===== src/rtl/pwm_ramp_ctrl.sv =====
// PWM duty-cycle ramp sequencer: steps duty_out between MIN and MAX, one-shot or triangle.
// Optional build macro PWM_RAMP_DWELL_EN adds a DWELL register (0x0A) that holds duty at each limit in loop mode.
module pwm_ramp_ctrl #(
  parameter int TICK_BASE = 1024,
  parameter int ADDR_W    = 7
) (
  input  logic              clk,
  input  logic              rst_n,
  input  logic              cfg_wr,
  input  logic [ADDR_W-1:0] cfg_addr,
  input  logic [7:0]        cfg_data,
  output logic [7:0]        duty_out,
  output logic              busy,
  output logic              limit_pulse,
  output logic              cfg_err
);

  localparam int              CW        = (TICK_BASE > 1) ? $clog2(TICK_BASE) : 1;
  localparam logic [CW-1:0]   BASE_LAST = CW'(TICK_BASE - 1);

  localparam logic [ADDR_W-1:0] A_DUTY     = ADDR_W'(4);
  localparam logic [ADDR_W-1:0] A_CTRL     = ADDR_W'(5);
  localparam logic [ADDR_W-1:0] A_MIN      = ADDR_W'(6);
  localparam logic [ADDR_W-1:0] A_MAX      = ADDR_W'(7);
  localparam logic [ADDR_W-1:0] A_STEP     = ADDR_W'(8);
  localparam logic [ADDR_W-1:0] A_PRESCALE = ADDR_W'(9);
`ifdef PWM_RAMP_DWELL_EN
  localparam logic [ADDR_W-1:0] A_DWELL    = ADDR_W'(10);
`endif

  typedef enum logic [2:0] {
    S_IDLE,
    S_UP,
    S_DOWN,
    S_DONE,
    S_DWELL
  } state_t;

  state_t      state;
  logic        ctrl_loop;
  logic        ctrl_dir;
  logic [7:0]  min_r;
  logic [7:0]  max_r;
  logic [7:0]  step_r;
  logic [7:0]  prescale_r;
  logic [CW-1:0] base_cnt;
  logic [7:0]  pre_cnt;
`ifdef PWM_RAMP_DWELL_EN
  logic [7:0]  dwell_r;
  logic [7:0]  dwell_cnt;
  logic        dwell_to_down;
`endif

  logic        running;
  logic        base_wrap;
  logic        tick;
  logic [7:0]  step_eff;
  logic [8:0]  sum_up;
  logic [8:0]  down_lim;

  assign running   = (state == S_UP) || (state == S_DOWN) || (state == S_DWELL);
  assign base_wrap = (base_cnt == BASE_LAST);
  // A write in the same cycle as a tick suppresses the step entirely.
  assign tick      = running && base_wrap && (pre_cnt >= prescale_r) && !cfg_wr;
  assign step_eff  = (step_r == 8'd0) ? 8'd1 : step_r;
  assign sum_up    = {1'b0, duty_out} + {1'b0, step_eff};
  assign down_lim  = {1'b0, min_r} + {1'b0, step_eff};

  // NOTE: every register here uses <= so all reads within the block see pre-edge values;
  // a later assignment in the same block overrides an earlier one (used for counter clears).
  always_ff @(posedge clk or negedge rst_n) begin
    if (!rst_n) begin
      state       <= S_IDLE;
      ctrl_loop   <= 1'b0;
      ctrl_dir    <= 1'b0;
      min_r       <= 8'd0;
      max_r       <= 8'd0;
      step_r      <= 8'd0;
      prescale_r  <= 8'd0;
      base_cnt    <= '0;
      pre_cnt     <= 8'd0;
      duty_out    <= 8'd0;
      busy        <= 1'b0;
      limit_pulse <= 1'b0;
      cfg_err     <= 1'b0;
`ifdef PWM_RAMP_DWELL_EN
      dwell_r       <= 8'd0;
      dwell_cnt     <= 8'd0;
      dwell_to_down <= 1'b0;
`endif
    end else begin
      limit_pulse <= 1'b0;

      if (!running) begin
        base_cnt <= '0;
        pre_cnt  <= 8'd0;
      end else if (base_wrap) begin
        base_cnt <= '0;
        pre_cnt  <= (pre_cnt >= prescale_r) ? 8'd0 : pre_cnt + 8'd1;
      end else begin
        base_cnt <= base_cnt + CW'(1);
      end

      if (cfg_wr) begin
        case (cfg_addr)
          A_DUTY: begin
            duty_out <= cfg_data;
            state    <= S_IDLE;
            busy     <= 1'b0;
          end
          A_CTRL: begin
            ctrl_loop <= cfg_data[1];
            ctrl_dir  <= cfg_data[2];
            if (!cfg_data[0]) begin
              state   <= S_IDLE;
              busy    <= 1'b0;
              cfg_err <= 1'b0;
            end else if (state == S_IDLE || state == S_DONE) begin
              if (min_r > max_r) begin
                cfg_err <= 1'b1;
              end else begin
                cfg_err  <= 1'b0;
                base_cnt <= '0;
                pre_cnt  <= 8'd0;
                if (min_r == max_r) begin
                  duty_out    <= min_r;
                  state       <= S_DONE;
                  limit_pulse <= 1'b1;
                  busy        <= 1'b0;
                end else if (cfg_data[2]) begin
                  duty_out <= max_r;
                  state    <= S_DOWN;
                  busy     <= 1'b1;
                end else begin
                  duty_out <= min_r;
                  state    <= S_UP;
                  busy     <= 1'b1;
                end
              end
            end
          end
          A_MIN:      min_r      <= cfg_data;
          A_MAX:      max_r      <= cfg_data;
          A_STEP:     step_r     <= cfg_data;
          A_PRESCALE: prescale_r <= cfg_data;
`ifdef PWM_RAMP_DWELL_EN
          A_DWELL:    dwell_r    <= cfg_data;
`endif
          default: ;
        endcase
      end else if (tick) begin
        case (state)
          S_UP: begin
            if (sum_up >= {1'b0, max_r}) begin
              duty_out    <= max_r;
              limit_pulse <= 1'b1;
              if (!ctrl_loop) begin
                state <= S_DONE;
                busy  <= 1'b0;
`ifdef PWM_RAMP_DWELL_EN
              end else if (dwell_r != 8'd0) begin
                state         <= S_DWELL;
                dwell_cnt     <= dwell_r;
                dwell_to_down <= 1'b1;
`endif
              end else begin
                state <= S_DOWN;
              end
            end else begin
              duty_out <= sum_up[7:0];
            end
          end
          S_DOWN: begin
            if ({1'b0, duty_out} <= down_lim) begin
              duty_out    <= min_r;
              limit_pulse <= 1'b1;
              if (!ctrl_loop) begin
                state <= S_DONE;
                busy  <= 1'b0;
`ifdef PWM_RAMP_DWELL_EN
              end else if (dwell_r != 8'd0) begin
                state         <= S_DWELL;
                dwell_cnt     <= dwell_r;
                dwell_to_down <= 1'b0;
`endif
              end else begin
                state <= S_UP;
              end
            end else begin
              duty_out <= duty_out - step_eff;
            end
          end
`ifdef PWM_RAMP_DWELL_EN
          S_DWELL: begin
            if (dwell_cnt <= 8'd1) begin
              state <= dwell_to_down ? S_DOWN : S_UP;
            end else begin
              dwell_cnt <= dwell_cnt - 8'd1;
            end
          end
`endif
          default: ;
        endcase
      end
    end
  end

endmodule


===== config.mk =====
export PLATFORM = sky130hd
export DESIGN_NAME = pwm_ramp_ctrl
export DESIGN_NICKNAME = d
export VERILOG_FILES = /design/src/rtl/pwm_ramp_ctrl.sv
export SDC_FILE = /design/constraint.sdc
export NUM_CORES = 1
export LEC_CHECK = 0
export CORE_MARGIN = 2
export CORE_UTILIZATION = 59
export CTS_CLUSTER_DIAMETER = 40
export DETAILED_ROUTE_END_ITERATION = 10
export PLACE_DENSITY_LB_ADDON = 0.1
export SETUP_SLACK_MARGIN = 0.15
export SYNTH_ARGS = -nofsm -noshare
export SYNTH_HDL_FRONTEND = slang
export SYNTH_SLANG_ARGS = --single-unit

===== constraint.sdc =====
create_clock -name clk -period 5.1 [get_ports clk]
set_input_delay 0.765 -clock clk [delete_from_list [all_inputs] [get_ports clk]]
set_output_delay 0.765 -clock clk [all_outputs]
set_load 0.02 [all_outputs]

==> results of run 1 <==
Yosys cell counts (9+ instances only):
cell type  count  share of area (%)
nand3_1       19                1.9
a21oi_1       29                2.8
nand2_1       40                2.9
a31oi_1        9                1.1
mux2i_1        9                1.8
inv_1         40                2.9
ha_1          60                 15
dfrtp_1       64                 31
xor2_1        15                2.6
o21ai_0       21                2.1
nor2_1        46                3.4
mux2_2        28                6.2
xnor2_1       12                2.1
a211oi_1       9                1.3
flip-flops by register name (all words and copies together) (netlist names), 2 cells and up:
| name | flops |
|---|---|
| min_r | 8 |
| max_r | 8 |
| step_r | 8 |
| duty_out | 8 |
| prescale_r | 8 |
| base_cnt | 10 |
| state | 2 |
| pre_cnt | 8 |
layer usage:
metal	vias to the layer above	track usage, %
li1	2028	-
met1	2107	41.27
met2	160	46.53
met3	44	4.986
met4	0	10.83
met5	-	0
path summary, 6_finish.rpt:
path | start | to | slack, ns | depth (start not counted)
max in group asynchronous | rst_n | step_r[3] | 3.82 | 2
min in group clk | base_cnt[0] | base_cnt[0] | 0.50 | 1
hold / removal | rst_n | max_r[1] | 0.33 | 1
setup reg to reg | step_r[1] | state[1] | 0.66 | 16
setup / recovery | step_r[1] | state[1] | 0.66 | 16
hold reg to reg | base_cnt[0] | base_cnt[0] | 0.50 | 1
cell families (layout without fill, tap and decap cells):
family	count (synthesis)	after routing	synth area share [%]
compound gates	131	131	17.93
xor+xnor	27	27	4.637
fa+ha+maj	63	63	15.90
buf+inv	58	86	5.054
flops	64	64	31.40
mux	38	38	8.170
simple gates	165	165	16.90
per-stage QoR:
| stage | setup WS, ns | cells |
|---|---|---|
| after detailed placement | 0.7315 | 663 |
| after floorplan | 1.160 | 546 |
| final | 0.6569 | 679 |
| after global placement | 0.8923 | 663 |
| after global routing | 0.3456 | 679 |
| after CTS | 0.6798 | 679 |
final cells by class:
type	instances	area, sq um	area share, %
inverter	40	150.1	2.661
tap	105	131.4	2.328
clock buffer	9	123.9	2.195
clock inverter	7	105.1	1.863
timing repair buffer	30	290.3	5.144
multi-input combinational	424	3241	57.43
sequential	64	1602	28.38
critical path: cells and delay by family (launching register included):
| family | cells | cell delay, ns |
|---|---|---|
| compound gates | 9 | 2.11 |
| xor+xnor | 1 | 0.17 |
| fa+ha+maj | 3 | 0.94 |
| buf+inv | 1 | 0.10 |
| flops | 1 | 0.52 |
| mux | 1 | 0.34 |
| simple gates | 1 | 0.14 |
power by group:
| group | total (W) | switching, W | internal, W |
|---|---|---|---|
| logic | 0.000836 | 0.000489 | 0.000348 |
| registers | 0.000633 | 0.0000741 | 0.000559 |
| clock network | 0.000511 | 0.000230 | 0.000281 |
| total | 0.00198 | 0.000793 | 0.00119 |
==> results.py, run 1 <==
metrics = {
    "drt": {
        "num_vias": 4339,
        "met2RoutedLength_mm": 6.180,
        "viasPerCell": 6.390,
        "drc": 0,
        "highest_layer": "met4",
        "wl_mm": 13.27,
        "wl_met3_um": 787,
        "ant_nets": 0,
        "drt_iter0_drc": 317,
        "firstDrtPassIters": 5,
        "wl_per_cell_um": 19.55,
        "wl_met1_mm": 5.895,
    },
    "die": {
        "fp-row-count": 33,
        "coreArea_sq_um": 8299,
        "die_y_um": 96.97,
        "dieArea_sq_um": 9403,
        "start_util_pct": 61.45,
        "io_pins": 29,
        "fp.dieW_um": 96.97,
    },
    "timing": {
        "clock.fmax_mhz": 225.1,
        "setup_viol": 0,
        "slew_headroom_pct": 50.55,
        "finalHoldViolations": 0,
        "worst_slew_pin_slew_ns": 0.7379,
        "timing.hold.ws_ns": 0.3277,
        "rsz0062_at_grt": "no",
        "slew_viol_final": 0,
        "tns_ns": 0,
        "fin_crit_sh_pct": 87.12,
        "fin_skew_ns": 0.008065,
        "period_needed_ns": 4.443,
    },
    "cts": {
        "cts.clk_slew.worst_paths_ns": 0.08,
        "htreeDepth": 3,
        "ctsResizeCount": 0,
        "cts_setup_buffers": 0,
        "ctsHoldBuffers": 0,
        "cts_tree": "yes",
        "clk_path_buf_depth": 2,
        "cts-root-buf": "clkbuf_8",
        "cts_sinks": 64,
        "numCtsBuffers": 9,
        "insertion_delay_ns": 0.36,
    },
    "layout": {
        "final_common_cell": "dfrtp_1",
        "diodes": 0,
        "utilization_pct": 67.99,
        "finalNetCount": 650,
        "area_growth_pct": 10.65,
        "final_cell_mix": "dfrtp_1 (64), ha_1 (60), nor2_1 (46), inv_1 (40), nand2_1 (40)",
        "final_area_sq_um": 5643,
        "drive_gt1_share_pct": 12.20,
        "fillers": 647,
    },
    "worst_setup_path": {
        "critPathLaunchType": "flop",
        "cp.arrival_ns": 4.68,
        "crit_chain": "inv_1 -> a41o_1 -> ha_1 -> fa_1 -> a211oi_2 -> o21bai_1 -> a21oi_1 -> xor2_1 -> ha_1 -> a21oi_1 -> o21ai_1 -> a221oi_2 -> nor3_2 -> a22o_1 -> a21oi_2 -> mux2_1",
        "end_kind": "flop",
        "worst-path-max-fanout": 7,
        "critPathMaxStageDelay_ns": 0.52,
        "path_class": "reg2reg",
        "worstPathRequired_ns": 5.34,
        "slowest_stage": "dfrtp_1",
    },
    "synth": {
        "ys_seq_area_share_pct": 31.40,
        "synth-edff-count": 0,
        "syn_avg_cell_area_sq_um": 9.340,
        "netlist_instances": 546,
        "ys.flop_type": "dfrtp_1",
        "async_flop_share_pct": 100.0,
        "netlist_area_sq_um": 5100,
        "yosys_warnings": 0,
        "yosysUniqueCellTypes": 72,
        "synth-seq-cells": 64,
        "syn_nets": 627,
    },
    "power_and_ir_drop": {
        "max-vdd-ir-drop_mv": 0.1897,
        "p_leak_nw": 2.563,
        "total_power_w": 0.001980,
        "powerDensity_nw_per_um2": 350.9,
    },
    "global_routing": {
        "globalRoute.totalOverflow": 0,
        "antenna_found_initial": 0,
        "grt_max_degree": 48,
        "grt_pass1_wl_mm": 22.26,
        "track_usage_pct": 29.59,
        "grt_pass1_vias": 4345,
    },
    "placed_design": {
        "hpwlAfterDp_mm": 10.26,
        "port_buffers": 28,
        "placed_area_sq_um": 5414,
        "globalplace.congestion": 1.013,
    },
    "job": {
        "drv.max_cap_violation_count": 0,
    },
    "hold_path": {
        "hold_path_class": "in2async",
    },
    "run_status": {
        "status": "complete, no violations",
    },
}
(Power assumes the default switching activity.)
==> run 2, diff against run 1 <==
--- a/config.mk
+++ b/config.mk
@@ -9,6 +9,7 @@
 export CORE_UTILIZATION = 59
 export CTS_CLUSTER_DIAMETER = 40
 export DETAILED_ROUTE_END_ITERATION = 10
+export GPL_TIMING_DRIVEN = 0
 export PLACE_DENSITY_LB_ADDON = 0.1
 export SETUP_SLACK_MARGIN = 0.15
 export SYNTH_ARGS = -nofsm -noshare
==> run 2 against run 1 <==
Clock power is 5.5% higher. Core utilization up 1.5 points. Via count down 0.25%. Combinational power up 2.9%. Flip-flop and latch count stayed put. Maximum frequency decreased by 5.9%. Die area unchanged. Wire length decreased by 2.0%. Critical endpoint unchanged. Largest cell class unchanged.
==> results.py, run 2 (synthesized netlist as in run 1, its figures left out) <==
metrics = {
    "run_status": {
        "status": "complete, no violations",
    },
    "job": {
        "drv.max_cap_violation_count": 0,
    },
    "power_and_ir_drop": {
        "switching_power_w": 0.0007664,
        "powerDensity_nw_per_um2": 351.0,
        "max-vdd-ir-drop_mv": 0.2441,
        "switching_share_pct": 37.83,
        "comb_power_share_pct": 42.5,
        "pwr-share-clk_pct": 26.6,
        "p_leak_nw": 2.622,
        "power.internal_w": 0.001259,
        "pwr-share-seq_pct": 30.9,
    },
    "layout": {
        "finalNetCount": 666,
        "top_register": "base_cnt",
        "diodes": 0,
        "final_common_cell": "dfrtp_1",
        "area_growth_pct": 13.15,
        "final_cell_mix": "dfrtp_1 (64), ha_1 (60), nor2_1 (46), inv_1 (40), nand2_1 (40)",
        "final_area_sq_um": 5771,
        "drive_gt1_share_pct": 13.39,
        "largest_register_ffs": 10,
    },
    "timing": {
        "clock.fmax_mhz": 211.8,
        "fin_crit_sh_pct": 92.59,
        "slew_headroom_pct": 49.72,
        "rsz0062_at_grt": "no",
        "worst_slew_pin_slew_ns": 0.7480,
        "period_needed_ns": 4.722,
        "finalHoldViolations": 0,
        "timing.hold.ws_ns": 0.3949,
        "tns_ns": 0,
        "fin_skew_ns": 0.009231,
        "slew_viol_final": 0,
        "setup_viol": 0,
    },
    "drt": {
        "drt_iter0_drc": 403,
        "num_vias": 4328,
        "viasPerCell": 6.227,
        "firstDrtPassIters": 5,
        "drc": 0,
        "ant_nets": 0,
        "wl_mm": 13.00,
        "wl_per_cell_um": 18.71,
    },
    "cts": {
        "ctsHoldBuffers": 0,
        "insertion_delay_ns": 0.35,
        "cts-root-buf": "clkbuf_8",
        "clk_path_buf_depth": 2,
        "cts.clk_slew.worst_paths_ns": 0.08,
        "cts_sinks": 64,
        "cts_tree": "yes",
        "htreeDepth": 3,
        "numCtsBuffers": 9,
    },
    "worst_setup_path": {
        "slowest_stage": "nor4_1",
        "worstPathRequired_ns": 5.33,
        "critPathMaxStageDelay_ns": 0.57,
        "critPathLaunch": "step_r[3]",
        "worst-path-max-fanout": 8,
        "cp_num_cells": 17,
        "end_kind": "flop",
        "r2r-start": "step_r[3]",
        "critPathLaunchType": "flop",
        "rr_worst_depth": 17,
        "r2r_end": "state[1]",
        "crit_chain": "nor4_1 -> a41o_1 -> ha_1 -> fa_1 -> nand2b_4 -> a211oi_4 -> nor4_1 -> a211oi_1 -> ha_1 -> o21ai_0 -> o21ai_0 -> a21oi_2 -> and2_4 -> buf_6 -> a22o_1 -> a21oi_2 -> mux2_1",
        "endpoint": "state[1]",
        "cp.arrival_ns": 4.95,
        "path_class": "reg2reg",
        "rrSetupSlack_ns": 0.38,
        "path_delay_family": "compound AO/OA/AOI/OAI gates",
        "crit_buf_inv": 1,
    },
    "placed_design": {
        "port_buffers": 27,
        "hpwlAfterDp_mm": 10.01,
        "placed_area_sq_um": 5517,
        "globalplace.congestion": 0.9517,
    },
    "die": {
        "die_y_um": 96.97,
        "io_pins": 29,
        "fp-row-count": 33,
        "fp.dieW_um": 96.97,
        "start_util_pct": 61.45,
        "coreArea_sq_um": 8299,
        "dieArea_sq_um": 9403,
    },
    "global_routing": {
        "globalRoute.totalOverflow": 0,
        "grt_pass1_wl_mm": 21.60,
        "grt_max_degree": 43,
        "track_usage_pct": 28.85,
        "antenna_found_initial": 0,
        "grt_pass1_vias": 4413,
    },
    "hold_path": {
        "hold_path_class": "in2async",
    },
}
==> run 2: changes by cell type in the layout (fill, tap and decap cells not counted), sizes merged <==
cell           previous run  this run
clkinvlp                  1         2
buf                       3        12
clkinv                    3         1
bufinv                    2         3
clkbuf                    9        17
clkdlybuf4s50            27        26
==> run 2: layout make-up <==
class / instances / area [sq um]
clock buffer: 9 / 123.9
multi-input combinational: 424 / 3252
tap: 105 / 131.4
timing repair buffer: 28 / 285.3
buffer: 18 / 107.6
sequential: 64 / 1602
fill: 665 / 2529
inverter: 40 / 150.1
clock inverter: 7 / 118.9
==> run 2: per-layer routing <==
metal  up-vias  global-route usage [%]  part of all wire, %
met5         -                       0                    0
met4         0                   17.33                  5.4
met3        52                   4.841                  5.1
met2       151                   45.89                   48
met1      2065                   36.86                   42
li1       2060                       -                    -
==> run 2: power groups by stage <==
stage / clock [W] / combinational [W] / sequential [W]
2_1_floorplan: 0 / 0.000613 / 0.000630
3_3_place_gp: 0 / 0.000812 / 0.000633
3_5_place_dp: 0 / 0.000834 / 0.000636
4_1_cts: 0.000548 / 0.000842 / 0.000626
5_1_grt: 0.000566 / 0.000960 / 0.000635
6_report: 0.000539 / 0.000860 / 0.000626
==> run 2: per-stage QoR <==
stage	setup WS [ns]	utilization [%]	instances	total power (W)
after global placement	0.5331	66.29	678	0.001444
after floorplan	1.160	-	546	0.001243
after global routing	0.1531	69.53	695	0.002161
final	0.3781	69.53	695	0.002026
after detailed placement	0.4859	66.47	679	0.001470
after CTS	0.4585	69.40	695	0.002016
==> run 2: worst min path at each step <==
stage / start / to / slack, ns / cells after the start
finish: rst_n / base_cnt[9] / 0.39 / 1
global route: rst_n / base_cnt[9] / 0.42 / 1
CTS: rst_n / duty_out[4] / 0.40 / 1
detailed placement: base_cnt[0] / base_cnt[0] / 0.49 / 1
global placement: base_cnt[0] / base_cnt[0] / 0.48 / 1
floorplan: step_r[0] / step_r[0] / 0.45 / 2
==> run 2: worst reg2reg max path, cell delays in order (launching register included) <==
cell,delay (ns)
dfrtp_1,0.47
nor4_1,0.57
a41o_1,0.31
ha_1,0.22
fa_1,0.27
nand2b_4,0.08
a211oi_4,0.29
nor4_1,0.09
a211oi_1,0.40
ha_1,0.34
o21ai_0,0.16
o21ai_0,0.13
a21oi_2,0.33
and2_4,0.21
buf_6,0.13
a22o_1,0.18
a21oi_2,0.09
mux2_1,0.32
==> run 2: what timing repair did <==
action	4_1_cts	5_1_grt
resized for setup	0	1
setup endpoints to repair	0	2
setup buffers	0	0
